**config.mk**
```make
export PLATFORM = sky130hd
export DESIGN_NAME = seq_signed_multiplier
export DESIGN_NICKNAME = d
export VERILOG_FILES = /design/src/rtl/seq_signed_multiplier.sv
export SDC_FILE = /design/constraint.sdc
export NUM_CORES = 1
export LEC_CHECK = 0
export ABC_AREA = 1
export CAP_MARGIN = 20
export CORE_ASPECT_RATIO = 0.6
export CORE_UTILIZATION = 60
export DETAILED_ROUTE_END_ITERATION = 6
export MAX_ROUTING_LAYER = met4
export PLACE_DENSITY_LB_ADDON = 0.08
export SYNTH_ARGS = -nofsm -noshare
export SYNTH_HDL_FRONTEND = slang
export SYNTH_SLANG_ARGS = --single-unit
```
**constraint.sdc**
```tcl
create_clock -name clk -period 5.4 [get_ports clk]
set_clock_uncertainty 0.05 [all_clocks]
set_input_delay 0.81 -clock clk [delete_from_list [all_inputs] [get_ports clk]]
set_output_delay 0.81 -clock clk [all_outputs]
set_load 0.1 [all_outputs]
```
**src/rtl/seq_signed_multiplier.sv**
```systemverilog
// Sequential 8x8 signed shift-add multiplier, one partial product per cycle.
// Define SEQ_MUL_EARLY_EXIT_EN to stop as soon as the multiplier runs out of ones.
module seq_signed_multiplier (
   input  logic        clk,
   input  logic        reset,
   input  logic        start,
   input  logic [7:0]  a,
   input  logic [7:0]  b,
   output logic        busy,
   output logic        done,
   output logic [15:0] result
);

   typedef enum logic [1:0] {
      IDLE = 2'd0,
      CALC = 2'd1,
      DONE = 2'd2
   } state_t;

   state_t      state;
   state_t      state_nxt;
   logic [15:0] mcand;
   logic [15:0] acc;
   logic [15:0] acc_nxt;
   logic [15:0] addend;
   logic [7:0]  mplier;
   logic [7:0]  mplier_nxt;
   logic [7:0]  a_mag;
   logic [7:0]  b_mag;
   logic [3:0]  count;
   logic        sign;
   logic        last_step;

   // -128 negates to 8'h80, which reads correctly as unsigned 128
   assign a_mag = a[7] ? (~a + 8'd1) : a;
   assign b_mag = b[7] ? (~b + 8'd1) : b;

   always_comb begin
      addend     = mcand << count;
      acc_nxt    = mplier[0] ? (acc + addend) : acc;
      mplier_nxt = mplier >> 1;
`ifdef SEQ_MUL_EARLY_EXIT_EN
      last_step  = (mplier_nxt == 8'd0) || (count == 4'd7);
`else
      last_step  = (count == 4'd7);
`endif
   end

   always_ff @(posedge clk) begin
      if (reset) begin
         state <= IDLE;
      end else begin
         state <= state_nxt;
      end
   end

   always_comb begin
      state_nxt = state;
      unique case (state)
         IDLE:    if (start) state_nxt = CALC;
         CALC:    if (last_step) state_nxt = DONE;
         DONE:    state_nxt = IDLE;
         default: state_nxt = IDLE;
      endcase
   end

   always_comb begin
      busy = 1'b0;
      done = 1'b0;
      unique case (state)
         CALC:    busy = 1'b1;
         DONE:    done = 1'b1;
         default: ;
      endcase
   end

   always_ff @(posedge clk) begin
      if (reset) begin
         mcand  <= 16'd0;
         mplier <= 8'd0;
         sign   <= 1'b0;
         acc    <= 16'd0;
         count  <= 4'd0;
         result <= 16'd0;
      end else begin
         unique case (state)
            IDLE: begin
               if (start) begin
                  mcand  <= {8'd0, a_mag};
                  mplier <= b_mag;
                  sign   <= a[7] ^ b[7];
                  acc    <= 16'd0;
                  count  <= 4'd0;
               end
            end
            CALC: begin
               acc    <= acc_nxt;
               mplier <= mplier_nxt;
               count  <= count + 4'd1;
               // negating a zero magnitude yields zero, so no negative zero
               if (last_step) begin
                  result <= sign ? (~acc_nxt + 16'd1) : acc_nxt;
               end
            end
            default: ;
         endcase
      end
   end

endmodule

```
==> flow_summary.toml <==
[routing]
ant_nets = 0
totalWireLength_um = 12000
drc = 0
drtPass1Iterations = 5
vias_per_cell = 5.67
vias = 4554
drt-initial-drc-count = 509
wl_per_cell_um = 15.0

[logic_synthesis]
yosys-top-cells-count = "nand2_1, inv_1, nand3_1"
syn-cell-area_mm2 = 0.00420
avgSynthCellArea_um2 = 6.09
synth_edf_count = 0
yosys_register_bits = 55
synth_area_leaders = "dfxtp_1, nand2_1, inv_1"
ys_seq_area_share_pct = 26.2
synth_ff_type = "dfxtp_1"
yosysWarnings = 0
synth_most_common_cell = "nand2_1"
ys_types = 42
synth_largest_area_cell = "dfxtp_1"
async_reset_ff_share_pct = 0
postSynthNetCount = 728
synth_top_area_share_pct = 26.2
postSynthCellCount = 689

[global_routing]
grt_antenna_before_repair = 0
grt_pass1_wl_um = 19000
grt_usage_pct = 35.4
grt_pass1_vias = 3922
overflow = 0
grt_max_degree = 35

[cts]
clock_sinks = 55
insertion_delay_ps = 300
cts_max_level = 2
cts_resized = 0
clockRootBuffer = "clkbuf_16"
cts_hold_buf = 0
cts_post_setup_buffers_inserted = 0
clk_pin_slew_ps = 80
cts_made_buffers = 5
cts_tree = "done"
clockBufferDepth = 2

[setup_path]
crit_path_end_kind = "flip-flop"
worstPathRequired_ps = 5550
reg2reg_to = "result[13]"
r2r_cells = 24
critPathCapture = "result[13]"
worst-r2r-setup-slack_ps = 1710
critPathKind = "flip-flop to flip-flop"
worstPathArrival_ps = 3840
critPathLaunch = "count[0]"
timing.rr.start = "count[0]"
critical_path.max_fanout = 14
cp-start-kind = "flip-flop"

[place]
dpl.hpwl_um = 9280
place_inst = 794
gp_congestion = 1.00
numPortBuffers = 36

[sta]
post-route-min-period_ps = 3690
tightest_slew_ps = 1020
final.setup.tns_ps = 0
period_share_pct = 68.4
timing.hold.ws_ps = 439
slew_headroom_pct = 31.6
hold_violations = 0
fmax_ghz = 0.271
maxSlewViolCount = 0
rsz0062_at_grt = "false"
setup_viol = 0

[finish]
diodes = 0
final_core_util_pct = 71.4
layout-drive-gt1-share_pct = 5.31
stdcell_count = 803
area_growth_pct = 14.0
fillers = 592
multi_input_area_mm2 = 0.00261
fin_nets = 754
register_area_mm2 = 0.00110

[pwr]
switching_share_pct = 32.6
power_frac_clock_pct = 35.1
pwr-share-seq_pct = 39.4
vdd_drop_max_mv = 0.145
power.switching_uw = 363
comb_power_share_pct = 25.5
p_leak_uw = 0.00228
p_per_area_mw_per_mm2 = 233
power_uw = 1120
internal_power_uw = 752

[floorplanning]
die_area_mm2 = 0.00734
dieWidth_um = 110
core_mm2 = 0.00671
initial_core_util_pct = 62.6
fp.dieH_um = 66.8
ios = 37
rows = 23

[min_path]
hold_depth = 2
hold_path.class = "flip-flop to flip-flop"

[run]
maxCapViolations = 0

[run_status]
run_status = "finished, final reports clean"
[logic make-up after synthesis]
group,count (synthesis),share of synthesized area [%]
AND/OR/NAND/NOR,367,37.5
buffers and inverters,123,11.6
AO/OA/AOI/OAI,111,15.8
flip-flops,55,26.2
adder cells (fa/ha/maj),20,6.14
XOR/XNOR,12,2.50
multiplexers,1,0.239
[registers in the layout, summed over array words and instances, names as in the netlist]
register,flops
acc,16
state,2
count,4
result,16
sign,1
mcand,8
mplier,8
[per-layer routing]
layer / global-route usage, % / routed length, um
met1: 48.7 / 5800
met2: 51.7 / 5020
met3: 9.69 / 1110
met4: 7.33 / 104
met5: - / 0
[cell usage in the layout (no fill, tap or decap), types with 5 or more instances in the layout]
master             n
o22ai_1           11
o21ai_1            5
o211ai_1          10
clkbuf_16          5
nand3_1           66
nand2_1          198
xor2_1             8
and2_1             5
dfxtp_1           55
a21oi_1           33
clkdlybuf4s50_1   36
o21ai_0           35
nand4_1            6
nor3_1             8
inv_1             96
nand2_2            8
nor2_1            64
ha_1              19
[layout make-up]
class	instances	share of cell area, %
multi-input combinational	511	54.6
sequential	55	23.0
timing repair buffer	41	8.39
inverter	101	8.03
clock buffer	6	2.90
tap	87	2.27
clock inverter	2	0.810
[worst min path at each step]
stage               from        end  slack [ps]
3_3_place_gp   mplier[4]  mplier[3]         420
3_5_place_dp   mplier[6]  mplier[5]         420
6_report       mplier[2]  mplier[1]         440
5_1_grt        mplier[1]  mplier[1]         460
2_1_floorplan  mplier[4]  mplier[3]         400
4_1_cts        mplier[1]  mplier[1]         440
[stage by stage]
step,setup WS (ps),instance area [um2]
floorplan,2480,4200
global placement,1960,4600
detailed placement,1880,4600
CTS,1860,4770
global route,1300,4790
finish,1710,4790
[critical path, cell delays in order, from the launching register on]
cell and delay, ps:
dfxtp_1 560, inv_1 200, o21ai_0 320, nand2_1 90, nand2_1 90, nand2_1 50
o21ai_0 150, nor2_1 110, ha_1 350, nand2_1 150, inv_1 60, nand3_1 100
nand2_1 150, nand2_1 90, nand3_1 70, nand2_1 180, nand3_2 120, nand2_2 110
nand2_4 70, nor2_4 150, nand2_1 80, nand2_1 70, nand3_1 70, nand2_1 80
inv_1 40
[power by group through the flow]
| stage | registers [uW] | clock network (uW) | logic, uW |
|---|---|---|---|
| 3_5_place_dp | 449 | 0 | 272 |
| 2_1_floorplan | 440 | 0 | 209 |
| 4_1_cts | 439 | 391 | 275 |
| 5_1_grt | 443 | 411 | 312 |
| 6_report | 440 | 391 | 284 |
| 3_3_place_gp | 448 | 0 | 267 |
(Power assumes the default switching activity.)
